## config.mk

```make
export PLATFORM = sky130hd
export DESIGN_NAME = wb_slave_mux_ctrl_flat
export DESIGN_NICKNAME = d
export VERILOG_FILES = /design/src/rtl/wb_slave_mux_ctrl_if.sv /design/src/rtl/wb_slave_mux_ctrl.sv /design/src/flat_wrapper.sv
export SDC_FILE = /design/constraint.sdc
export NUM_CORES = 1
export LEC_CHECK = 0
export CAP_MARGIN = 40
export CORE_UTILIZATION = 35
export CTS_CLUSTER_DIAMETER = 200
export DETAILED_ROUTE_END_ITERATION = 10
export GPL_TIMING_DRIVEN = 1
export PLACE_DENSITY = 0.73
export REMOVE_ABC_BUFFERS = 1
export SKIP_LAST_GASP = 1
export SLEW_MARGIN = 10
export SYNTH_ARGS = -nofsm -noshare
export SYNTH_HDL_FRONTEND = slang
export SYNTH_SLANG_ARGS = --single-unit
export TNS_END_PERCENT = 20
```

## constraint.sdc

```tcl
create_clock -name wb_clk_i -period 6.8 [get_ports wb_clk_i]
set_input_delay 1.36 -clock wb_clk_i [delete_from_list [all_inputs] [get_ports wb_clk_i]]
set_output_delay 1.36 -clock wb_clk_i [all_outputs]
set_load 0.01 [all_outputs]
```

## src/rtl/wb_slave_mux_ctrl_if.sv

```systemverilog
`default_nettype none
// ============================================================================
// Module      : wb_slave_mux_ctrl_if
// Description : Host-side Wishbone and per-slave fan-out signals for
//               wb_slave_mux_ctrl.
// Revision    : 1.0 - initial release
// ============================================================================
interface wb_slave_mux_ctrl_if #(
    parameter int N_SLAVES = 4
);
    logic                     wbs_cyc_i;
    logic                     wbs_stb_i;
    logic                     wbs_we_i;
    logic [3:0]               wbs_sel_i;
    logic [31:0]              wbs_adr_i;
    logic [31:0]              wbs_dat_i;
    logic                     wbs_ack_o;
    logic [31:0]              wbs_dat_o;
    logic [N_SLAVES-1:0]      s_cyc_o;
    logic [N_SLAVES-1:0]      s_stb_o;
    logic                     s_we_o;
    logic [3:0]               s_sel_o;
    logic [31:0]              s_adr_o;
    logic [31:0]              s_dat_o;
    logic [32*N_SLAVES-1:0]   s_dat_i;
    logic [N_SLAVES-1:0]      s_ack_i;

    modport slave (
        input  wbs_cyc_i, wbs_stb_i, wbs_we_i, wbs_sel_i, wbs_adr_i, wbs_dat_i,
        input  s_dat_i, s_ack_i,
        output wbs_ack_o, wbs_dat_o,
        output s_cyc_o, s_stb_o, s_we_o, s_sel_o, s_adr_o, s_dat_o
    );

    modport master (
        output wbs_cyc_i, wbs_stb_i, wbs_we_i, wbs_sel_i, wbs_adr_i, wbs_dat_i,
        output s_dat_i, s_ack_i,
        input  wbs_ack_o, wbs_dat_o,
        input  s_cyc_o, s_stb_o, s_we_o, s_sel_o, s_adr_o, s_dat_o
    );
endinterface
`default_nettype wire

```

## src/rtl/wb_slave_mux_ctrl.sv

```systemverilog
`default_nettype none
// ============================================================================
// Module      : wb_slave_mux_ctrl
// Description : Wishbone slave-port mux: decodes the host address, forwards one
//               access to a sub-project, and always acks (timeout/decode error).
//               Optional status register at slot 4'hF: define WB_MUX_STATUS_EN.
// Revision    : 1.0 - initial release
// ============================================================================
module wb_slave_mux_ctrl #(
    parameter int         N_SLAVES = 4,
    parameter logic [7:0] BASE_HI  = 8'h30,
    parameter int         SLOT_LSB = 20,
    parameter int         TIMEOUT  = 255
) (
    input  wire logic           wb_clk_i,
    input  wire logic           wb_rst_i,
    wb_slave_mux_ctrl_if.slave  bus,
    output logic                timeout_irq_o
);

    localparam int                c_TMR_W       = $clog2(TIMEOUT + 1);
    localparam logic [c_TMR_W-1:0] c_TMR_LAST   = c_TMR_W'(TIMEOUT - 1);
    localparam logic [31:0]       c_DAT_DECERR  = 32'hBADA_DD00;
    localparam logic [31:0]       c_DAT_TIMEOUT = 32'hDEAD_BEEF;

    typedef enum logic [1:0] {
        S_IDLE = 2'd0,
        S_FWD  = 2'd1,
        S_RESP = 2'd2
    } state_t;

    state_t               r_state, w_state;
    logic [c_TMR_W-1:0]   r_tmr, w_tmr;
    logic [3:0]           r_slot, w_slot;
    logic [N_SLAVES-1:0]  r_stb, w_stb;
    logic                 r_we, w_we;
    logic [3:0]           r_sel, w_sel;
    logic [31:0]          r_adr, w_adr;
    logic [31:0]          r_wdat, w_wdat;
    logic                 r_ack, w_ack;
    logic [31:0]          r_rdat, w_rdat;
    logic                 r_irq, w_irq;

    logic [3:0]           w_in_slot;
    logic                 w_base_ok;
    logic                 w_hit;
    logic [N_SLAVES-1:0]  w_onehot;
    logic                 w_sel_ack;
    logic [31:0]          w_sel_dat;

`ifdef WB_MUX_STATUS_EN
    logic [15:0]          r_tcnt, w_tcnt;
    logic [3:0]           r_tslot, w_tslot;
    logic                 w_stat_hit;
    logic [31:0]          w_stat_word;

    assign w_stat_hit  = w_base_ok && (w_in_slot == 4'hF);
    assign w_stat_word = {r_tcnt, 4'h0, r_tslot, 7'h0, 1'b0};
`endif

    assign w_in_slot = bus.wbs_adr_i[SLOT_LSB +: 4];
    assign w_base_ok = (bus.wbs_adr_i[31:24] == BASE_HI);
    assign w_hit     = w_base_ok && ({1'b0, w_in_slot} < 5'(N_SLAVES));

    always_comb begin
        w_onehot  = '0;
        w_sel_ack = 1'b0;
        w_sel_dat = '0;
        for (int k = 0; k < N_SLAVES; k++) begin
            w_onehot[k] = (w_in_slot == 4'(k));
            if (r_slot == 4'(k)) begin
                w_sel_ack = bus.s_ack_i[k];
                w_sel_dat = bus.s_dat_i[32*k +: 32];
            end
        end
    end

    always_comb begin
        w_state = r_state;
        w_tmr   = r_tmr;
        w_slot  = r_slot;
        w_stb   = r_stb;
        w_we    = r_we;
        w_sel   = r_sel;
        w_adr   = r_adr;
        w_wdat  = r_wdat;
        w_ack   = 1'b0;
        w_rdat  = r_rdat;
        w_irq   = 1'b0;
`ifdef WB_MUX_STATUS_EN
        w_tcnt  = r_tcnt;
        w_tslot = r_tslot;
`endif
        case (r_state)
            S_IDLE: begin
                if (bus.wbs_cyc_i && bus.wbs_stb_i) begin
                    w_adr  = bus.wbs_adr_i;
                    w_wdat = bus.wbs_dat_i;
                    w_we   = bus.wbs_we_i;
                    w_sel  = bus.wbs_sel_i;
                    w_slot = w_in_slot;
                    w_tmr  = '0;
                    if (w_hit) begin
                        w_state = S_FWD;
                        w_stb   = w_onehot;
`ifdef WB_MUX_STATUS_EN
                    end else if (w_stat_hit) begin
                        // Write returns the pre-clear snapshot, then clears.
                        w_state = S_RESP;
                        w_rdat  = w_stat_word;
                        if (bus.wbs_we_i) begin
                            w_tcnt  = '0;
                            w_tslot = '0;
                        end
`endif
                    end else begin
                        w_state = S_RESP;
                        w_rdat  = c_DAT_DECERR;
                    end
                end
            end
            S_FWD: begin
                if (!bus.wbs_cyc_i) begin
                    w_state = S_IDLE;
                    w_stb   = '0;
                end else if (w_sel_ack) begin
                    // Ack beats a simultaneous timer expiry.
                    w_state = S_RESP;
                    w_stb   = '0;
                    w_ack   = 1'b1;
                    w_rdat  = w_sel_dat;
                end else if (r_tmr == c_TMR_LAST) begin
                    w_state = S_RESP;
                    w_stb   = '0;
                    w_ack   = 1'b1;
                    w_rdat  = c_DAT_TIMEOUT;
                    w_irq   = 1'b1;
`ifdef WB_MUX_STATUS_EN
                    if (r_tcnt != 16'hFFFF) begin
                        w_tcnt = r_tcnt + 16'd1;
                    end
                    w_tslot = r_slot;
`endif
                end else begin
                    w_tmr = r_tmr + 1'b1;
                end
            end
            S_RESP: begin
                // Entered with ack clear (decode/status): wait one cycle first.
                if (r_ack) begin
                    w_state = S_IDLE;
                    w_rdat  = '0;
                end else begin
                    w_ack = 1'b1;
                end
            end
            default: begin
                w_state = S_IDLE;
            end
        endcase
    end

    always_ff @(posedge wb_clk_i or posedge wb_rst_i) begin
        if (wb_rst_i) begin
            r_state <= S_IDLE;
            r_tmr   <= '0;
            r_slot  <= '0;
            r_stb   <= '0;
            r_we    <= 1'b0;
            r_sel   <= '0;
            r_adr   <= '0;
            r_wdat  <= '0;
            r_ack   <= 1'b0;
            r_rdat  <= '0;
            r_irq   <= 1'b0;
`ifdef WB_MUX_STATUS_EN
            r_tcnt  <= '0;
            r_tslot <= '0;
`endif
        end else begin
            r_state <= w_state;
            r_tmr   <= w_tmr;
            r_slot  <= w_slot;
            r_stb   <= w_stb;
            r_we    <= w_we;
            r_sel   <= w_sel;
            r_adr   <= w_adr;
            r_wdat  <= w_wdat;
            r_ack   <= w_ack;
            r_rdat  <= w_rdat;
            r_irq   <= w_irq;
`ifdef WB_MUX_STATUS_EN
            r_tcnt  <= w_tcnt;
            r_tslot <= w_tslot;
`endif
        end
    end

    assign bus.wbs_ack_o = r_ack;
    assign bus.wbs_dat_o = r_ack ? r_rdat : 32'h0;
    assign bus.s_cyc_o   = r_stb;
    assign bus.s_stb_o   = r_stb;
    assign bus.s_we_o    = r_we;
    assign bus.s_sel_o   = r_sel;
    assign bus.s_adr_o   = r_adr;
    assign bus.s_dat_o   = r_wdat;
    assign timeout_irq_o = r_irq;

endmodule
`default_nettype wire

```

## src/flat_wrapper.sv

```systemverilog
// flat-port wrapper written by rule: the top's interface ports become plain ports
module wb_slave_mux_ctrl_flat 
#(
    parameter int         N_SLAVES = 4,
    parameter logic [7:0] BASE_HI  = 8'h30,
    parameter int         SLOT_LSB = 20,
    parameter int         TIMEOUT  = 255
)
  (wb_clk_i, wb_rst_i, timeout_irq_o, bus_wbs_cyc_i, bus_wbs_stb_i, bus_wbs_we_i, bus_wbs_sel_i, bus_wbs_adr_i, bus_wbs_dat_i, bus_s_dat_i, bus_s_ack_i, bus_wbs_ack_o, bus_wbs_dat_o, bus_s_cyc_o, bus_s_stb_o, bus_s_we_o, bus_s_sel_o, bus_s_adr_o, bus_s_dat_o);
  wb_slave_mux_ctrl_if #(.N_SLAVES(N_SLAVES)) bus_i ();
  input  wire logic wb_clk_i;
  input  wire logic wb_rst_i;
  output logic timeout_irq_o;
  input wire logic [$bits(bus_i.wbs_cyc_i)-1:0] bus_wbs_cyc_i;
  input wire logic [$bits(bus_i.wbs_stb_i)-1:0] bus_wbs_stb_i;
  input wire logic [$bits(bus_i.wbs_we_i)-1:0] bus_wbs_we_i;
  input wire logic [$bits(bus_i.wbs_sel_i)-1:0] bus_wbs_sel_i;
  input wire logic [$bits(bus_i.wbs_adr_i)-1:0] bus_wbs_adr_i;
  input wire logic [$bits(bus_i.wbs_dat_i)-1:0] bus_wbs_dat_i;
  input wire logic [$bits(bus_i.s_dat_i)-1:0] bus_s_dat_i;
  input wire logic [$bits(bus_i.s_ack_i)-1:0] bus_s_ack_i;
  output wire logic [$bits(bus_i.wbs_ack_o)-1:0] bus_wbs_ack_o;
  output wire logic [$bits(bus_i.wbs_dat_o)-1:0] bus_wbs_dat_o;
  output wire logic [$bits(bus_i.s_cyc_o)-1:0] bus_s_cyc_o;
  output wire logic [$bits(bus_i.s_stb_o)-1:0] bus_s_stb_o;
  output wire logic [$bits(bus_i.s_we_o)-1:0] bus_s_we_o;
  output wire logic [$bits(bus_i.s_sel_o)-1:0] bus_s_sel_o;
  output wire logic [$bits(bus_i.s_adr_o)-1:0] bus_s_adr_o;
  output wire logic [$bits(bus_i.s_dat_o)-1:0] bus_s_dat_o;
  assign bus_i.wbs_cyc_i = bus_wbs_cyc_i;
  assign bus_i.wbs_stb_i = bus_wbs_stb_i;
  assign bus_i.wbs_we_i = bus_wbs_we_i;
  assign bus_i.wbs_sel_i = bus_wbs_sel_i;
  assign bus_i.wbs_adr_i = bus_wbs_adr_i;
  assign bus_i.wbs_dat_i = bus_wbs_dat_i;
  assign bus_i.s_dat_i = bus_s_dat_i;
  assign bus_i.s_ack_i = bus_s_ack_i;
  assign bus_wbs_ack_o = bus_i.wbs_ack_o;
  assign bus_wbs_dat_o = bus_i.wbs_dat_o;
  assign bus_s_cyc_o = bus_i.s_cyc_o;
  assign bus_s_stb_o = bus_i.s_stb_o;
  assign bus_s_we_o = bus_i.s_we_o;
  assign bus_s_sel_o = bus_i.s_sel_o;
  assign bus_s_adr_o = bus_i.s_adr_o;
  assign bus_s_dat_o = bus_i.s_dat_o;
  wb_slave_mux_ctrl #(.N_SLAVES(N_SLAVES), .BASE_HI(BASE_HI), .SLOT_LSB(SLOT_LSB), .TIMEOUT(TIMEOUT)) u_core (.wb_clk_i(wb_clk_i), .wb_rst_i(wb_rst_i), .bus(bus_i), .timeout_irq_o(timeout_irq_o));
endmodule
```

==> results of run 1 <==
power by group through the flow:
stage | sequential, µW | combinational, µW | clock, µW
finish | 1100 | 1700 | 949
global route | 1140 | 1820 | 1000
CTS | 1100 | 1720 | 971
detailed placement | 1110 | 1710 | 0
global placement | 1110 | 1640 | 0
floorplan | 1270 | 704 | 0
cells by family after synthesis:
| group | share of synthesized area (%) |
|---|---|
| simple gates | 10.0 |
| flops | 48.6 |
| mux | 26.8 |
| compound gates | 10.2 |
| buf+inv | 3.18 |
| fa+ha+maj | 1.25 |
metal layers:
layer,up-vias,GRT usage (%)
li1,2392,-
met5,-,0
met1,2538,24.1
met4,0,5.49
met2,215,34.6
met3,25,6.28
final timing paths:
kind / slack, ns / cells after the start / from / endpoint
setup / recovery: 3.36 / 7 / bus_wbs_adr_i[24] / u_core.r_rdat[6]$_DFFE_PP0P_
hold / removal: 0.47 / 2 / u_core.r_rdat[5]$_DFFE_PP0P_ / u_core.r_rdat[5]$_DFFE_PP0P_
setup reg to reg: 4.02 / 7 / u_core.bus.s_adr_o[20]$_DFFE_PP0P_ / u_core.r_rdat[6]$_DFFE_PP0P_
hold reg to reg: 0.47 / 2 / u_core.r_rdat[5]$_DFFE_PP0P_ / u_core.r_rdat[5]$_DFFE_PP0P_
max in group asynchronous: 4.45 / 4 / wb_rst_i / u_core.bus.s_adr_o[20]$_DFFE_PP0P_
min in group asynchronous: 1.41 / 2 / wb_rst_i / u_core.bus.s_adr_o[16]$_DFFE_PP0P_
worst max-delay path, delay by kind of cell:
family / cells / cell delay (ns)
AND/OR/NAND/NOR: 2 / 0.95
AO/OA/AOI/OAI: 3 / 0.46
buffers and inverters: 2 / 0.95
flip-flops by register name (all words and copies together) (netlist names):
register	count
u_core.bus.s_sel_o	4
u_core.r_rdat	32
u_core.r_state	2
u_core.bus.s_adr_o	32
u_core.bus.s_we_o	1
u_core.timeout_irq_o	1
u_core.bus.s_dat_o	32
u_core.bus.wbs_ack_o	1
u_core.bus.s_cyc_o	4
u_core.r_tmr	8
per-stage QoR:
stage	setup slack (ns)	cell area [µm²]
6_report	3.36	10000
5_1_grt	3.23	10000
2_1_floorplan	2.34	5860
3_3_place_gp	3.09	9340
4_1_cts	3.40	10000
3_5_place_dp	2.98	9360
cells in the mapped netlist, drive strengths merged:
master / n
a2111oi: 1
a211oi: 13
a21o: 13
a21oi: 18
a31oi: 1
a32oi: 1
a41o: 1
a41oi: 1
and2: 34
and3: 6
buf: 16
clkbuf: 19
dfrtp: 117
ha: 6
inv: 6
mux2: 73
mux2i: 5
mux4: 33
nand2: 45
nand2b: 3
nand3: 8
nand4: 3
nor2: 7
nor2b: 3
nor3: 2
nor3b: 1
nor4: 1
nor4b: 1
o211a: 1
o211ai: 3
o21a: 1
o21ai: 29
o22a: 2
o22ai: 1
o311ai: 2
o31ai: 1
o32ai: 1
or2: 1
or3: 2
or3b: 1
final cells by class:
class | instances | area share [%]
Clock buffer | 20 | 4.56
Clock inverter | 12 | 1.77
Inverter | 6 | 0.250
Multi-Input combinational cell | 325 | 29.0
Sequential cell | 117 | 29.2
Tap cell | 220 | 2.75
Timing Repair Buffer | 323 | 32.5
==> results.json, run 1 <==
{
  "grt_pass1_vias": 5518,
  "die-width_um": 133,
  "layout_common_cells": "clkdlybuf4s50_1, dfrtp_1, mux2_2, nand2_1, and2_1",
  "critical_path.startpoint_type": "input port",
  "ys.warnings.count": 0,
  "power_uw": 3750,
  "drv_slew": 0,
  "io_pins": 316,
  "worstSkewPairLatency_ns": 0.41,
  "wl_met3_um": 1240,
  "relSlewSlack_pct": 51.2,
  "synth_top_area_share_pct": 48.6,
  "numCtsBuffers": 17,
  "power.leakage_uw": 0.00411,
  "gp_congestion": 0.819,
  "syn_area_per_cell_um2": 12.5,
  "cts_tree": "yes",
  "die_y_um": 133,
  "utilization_pct": 60.0,
  "nNetsFinal": 1001,
  "status": "finished, final reports clean",
  "cts_buffer_depth": 2,
  "clock_sinks": 117,
  "n_fill_cell": 1309,
  "syn2layout_area_growth_pct": 66.4,
  "fin_crit_sh_pct": 50.6,
  "critical_path.max_stage_delay_ns": 0.61,
  "synthDistinctLibCells": 46,
  "drt_iter0_drc": 215,
  "dp_hpwl_um": 13300,
  "p_comb_share_pct": 45.3,
  "multi_input_area_um2": 2910,
  "core_area_um2": 16700,
  "antenna_cells": 0,
  "drt-pass1-iter-count": 4,
  "wl_met1_um": 7300,
  "cp_slowest_cell": "nor4b_1",
  "post_cts.repair.setup_buffers": 0,
  "h-tree-depth": 4,
  "vias_per_cell": 5.05,
  "yosysSeqAreaShare_pct": 48.6,
  "portBuffers": 315,
  "synth_area_leaders": "dfrtp_1, mux2_2, mux4_2",
  "rsz0062_at_grt": "no",
  "power.switching_uw": 1180,
  "fp-row-count": 47,
  "ctsHoldBuffers": 0,
  "cp_max_fo": 63,
  "irDropWorstVdd_uv": 240,
  "worst_clock_skew_ns": 0.0117,
  "antenna_found_initial": 0,
  "cts_root_buffer": "clkbuf_16",
  "setup_viol": 0,
  "path_clk_slew_ns": 0.06,
  "drt-wirelength-per-cell_um": 17.4,
  "whs_ns": 0.466,
  "globalRouteTotalUtil_pct": 20.1,
  "final-instance-count-excl-fill": 1023,
  "mostFrequentLayoutCell": "clkdlybuf4s50_1",
  "syn_inst": 483,
  "grt_overflow": 0,
  "wirelength_um": 17800,
  "p_int_uw": 2560,
  "grt_pass1_wl_um": 27900,
  "ys_ff_latch": 117,
  "dieArea_um2": 17700,
  "pwr_density_cell_nw_per_um2": 374,
  "initial_core_util_pct": 36.1,
  "fmaxAchievable_mhz": 291,
  "crit_chain": "clkdlybuf4s50_1 -> nor4b_1 -> nand4_1 -> o311ai_4 -> buf_4 -> a211oi_1 -> a21o_1",
  "ff_latch_area_um2": 2930,
  "worst_slew_pin_slew_ns": 0.731,
  "wl_met2_um": 8940,
  "vias": 5170,
  "drive_gt1_share_pct": 19.2,
  "switching_share_pct": 31.5,
  "arrival_ns": 3.74,
  "cts-resized-gates": 0,
  "end_kind": "flip-flop",
  "hold_violations": 0,
  "final_antenna_net_count": 0,
  "fin_tns_setup_ns": 0,
  "drv_cap": 0,
  "grt_max_degree": 65,
  "hold_class": "reg -> reg",
  "worst_ep_required_time_ns": 7.10,
  "critPathKind": "in -> reg",
  "routed.top_layer": "met4",
  "syn-cell-area_um2": 6030,
  "drc": 0,
  "clkPwrFrac_pct": 25.3,
  "fin_crit_ns": 3.44,
  "p_seq_share_pct": 29.3,
  "dp.cells": 990,
  "yosys.area.top_type": "dfrtp_1"
}
Power figures use the tool's default switching activity.
==> run 2, diff against run 1 <==
Clock period 6.8 ns to 3.5 ns, I/O delays scaled along.
==> run 2 against run 1 <==
Critical path depth stayed put. Critical path type unchanged. Routed wire length grew 2.3%. Combinational power increased by 94%. Via count increased by 0.62%. Design area about the same. Final cell count grew 0.59%. Core utilization about the same.
==> results.json, run 2 (synthesized netlist as in run 1, its figures left out) <==
{
  "grt_pass1_vias": 5552,
  "relSlewSlack_pct": 55.7,
  "final-instance-count-excl-fill": 1029,
  "vias_per_cell": 5.06,
  "globalRouteTotalUtil_pct": 20.9,
  "status": "finished, final reports clean",
  "worst_ep_required_time_ns": 3.77,
  "dieArea_um2": 17700,
  "nNetsFinal": 1007,
  "h-tree-depth": 4,
  "wirelength_um": 18200,
  "irDropWorstVdd_uv": 434,
  "arrival_ns": 3.00,
  "initial_core_util_pct": 36.1,
  "cts_buffer_depth": 2,
  "gp_congestion": 0.854,
  "setup_viol": 0,
  "p_seq_share_pct": 30.3,
  "dp_hpwl_um": 14000,
  "ctsHoldBuffers": 0,
  "worstSkewPairLatency_ns": 0.41,
  "antenna_found_initial": 0,
  "placed_cell_area_um2": 9440,
  "end_kind": "flip-flop",
  "clock_sinks": 117,
  "portBuffers": 315,
  "fin_crit_ns": 2.73,
  "drt_iter0_drc": 268,
  "cts-resized-gates": 0,
  "whs_ns": 0.468,
  "layout_setup_ws_ns": 0.767,
  "ff_latch_area_um2": 2930,
  "final_antenna_net_count": 0,
  "syn2layout_area_growth_pct": 66.3,
  "core_area_um2": 16700,
  "path_clk_slew_ns": 0.05,
  "fin_crit_sh_pct": 78.1,
  "drive_gt1_share_pct": 19.7,
  "critPathKind": "in -> reg",
  "clkPwrFrac_pct": 23.7,
  "cp_max_fo": 24,
  "wl_met1_um": 7430,
  "dp.cells": 997,
  "hold_class": "reg -> reg",
  "power.leakage_uw": 0.00411,
  "final_area_um2": 10000,
  "n_fill_cell": 1348,
  "die_y_um": 133,
  "worst_clock_skew_ns": 0.0114,
  "die-width_um": 133,
  "p_int_uw": 4860,
  "fmaxAchievable_mhz": 366,
  "wl_met3_um": 1220,
  "drv_slew": 0,
  "rsz0062_at_grt": "no",
  "post_cts.repair.setup_buffers": 0,
  "drv_cap": 0,
  "drt-wirelength-per-cell_um": 17.7,
  "hold_violations": 0,
  "grt_max_degree": 58,
  "routed.top_layer": "met4",
  "io_pins": 316,
  "wl_met2_um": 9150,
  "grt_pass1_wl_um": 28800,
  "multi_input_area_um2": 2910,
  "power.switching_uw": 2300,
  "drc": 0,
  "layout_common_cells": "clkdlybuf4s50_1, dfrtp_1, mux2_2, nand2_1, and2_1",
  "grt_overflow": 0,
  "antenna_cells": 0,
  "cts_tree": "yes",
  "numCtsBuffers": 17,
  "p_comb_share_pct": 46.1,
  "cts_root_buffer": "clkbuf_16",
  "fp-row-count": 47,
  "place_ws_ns": 0.310,
  "mostFrequentLayoutCell": "clkdlybuf4s50_1",
  "worst_slew_pin_slew_ns": 0.663,
  "vias": 5202,
  "switching_share_pct": 32.2,
  "critical_path.startpoint_type": "input port",
  "pwr_density_cell_nw_per_um2": 715,
  "drt-pass1-iter-count": 4
}
-- run 2: final cells by class --
class	instances	share of cell area, %
clock buffers	21	4.59
inverters	6	0.250
repair buffers	329	32.9
flip-flops and latches	117	29.2
well taps	220	2.75
clock inverters	11	1.26
multi-input cells	325	29.0
-- run 2: through the flow --
| stage | util [%] | TNS (ns) | total power, µW |
|---|---|---|---|
| CTS | 60.0 | 0 | 7260 |
| global route | 60.0 | 0 | 7590 |
| finish | 60.0 | 0 | 7170 |
| global placement | 56.3 | 0 | 5400 |
| floorplan | - | -44.17 | 3840 |
| detailed placement | 56.5 | 0 | 5520 |
-- run 2: power by group through the flow --
stage          logic (µW)  registers, µW  clock network [µW]
2_1_floorplan        1370           2470                   0
3_3_place_gp         3240           2160                   0
3_5_place_dp         3330           2190                   0
4_1_cts              3350           2170                1740
5_1_grt              3550           2250                1800
6_report             3300           2170                1700
-- run 2: critical path: stages --
cell,delay [ns]
clkdlybuf4s50_1,0.42
nor4b_1,0.53
nand4_1,0.37
o311ai_4,0.33
buf_6,0.25
buf_4,0.25
o21ai_0,0.14
-- run 2: routing by layer --
| layer | global-route usage, % | vias up |
|---|---|---|
| met5 | 0 | - |
| met4 | 6.88 | 0 |
| met3 | 5.90 | 29 |
| met2 | 36.1 | 213 |
| met1 | 25.2 | 2556 |
| li1 | - | 2404 |
-- run 2: path summary, 6_finish.rpt --
kind | from | cells past startpoint | to | slack (ns)
setup / recovery | bus_wbs_adr_i[24] | 7 | u_core.r_rdat[29]$_DFFE_PP0P_ | 0.77
hold / removal | u_core.r_rdat[21]$_DFFE_PP0P_ | 1 | u_core.r_rdat[21]$_DFFE_PP0P_ | 0.47
hold reg to reg | u_core.r_rdat[21]$_DFFE_PP0P_ | 1 | u_core.r_rdat[21]$_DFFE_PP0P_ | 0.47
setup reg to reg | u_core.r_state[1]$_DFFE_PP0P_ | 9 | u_core.r_rdat[29]$_DFFE_PP0P_ | 0.81
max in group asynchronous | wb_rst_i | 4 | u_core.bus.s_dat_o[8]$_DFFE_PP0P_ | 1.96
min in group asynchronous | wb_rst_i | 2 | u_core.bus.s_adr_o[9]$_DFFE_PP0P_ | 0.68
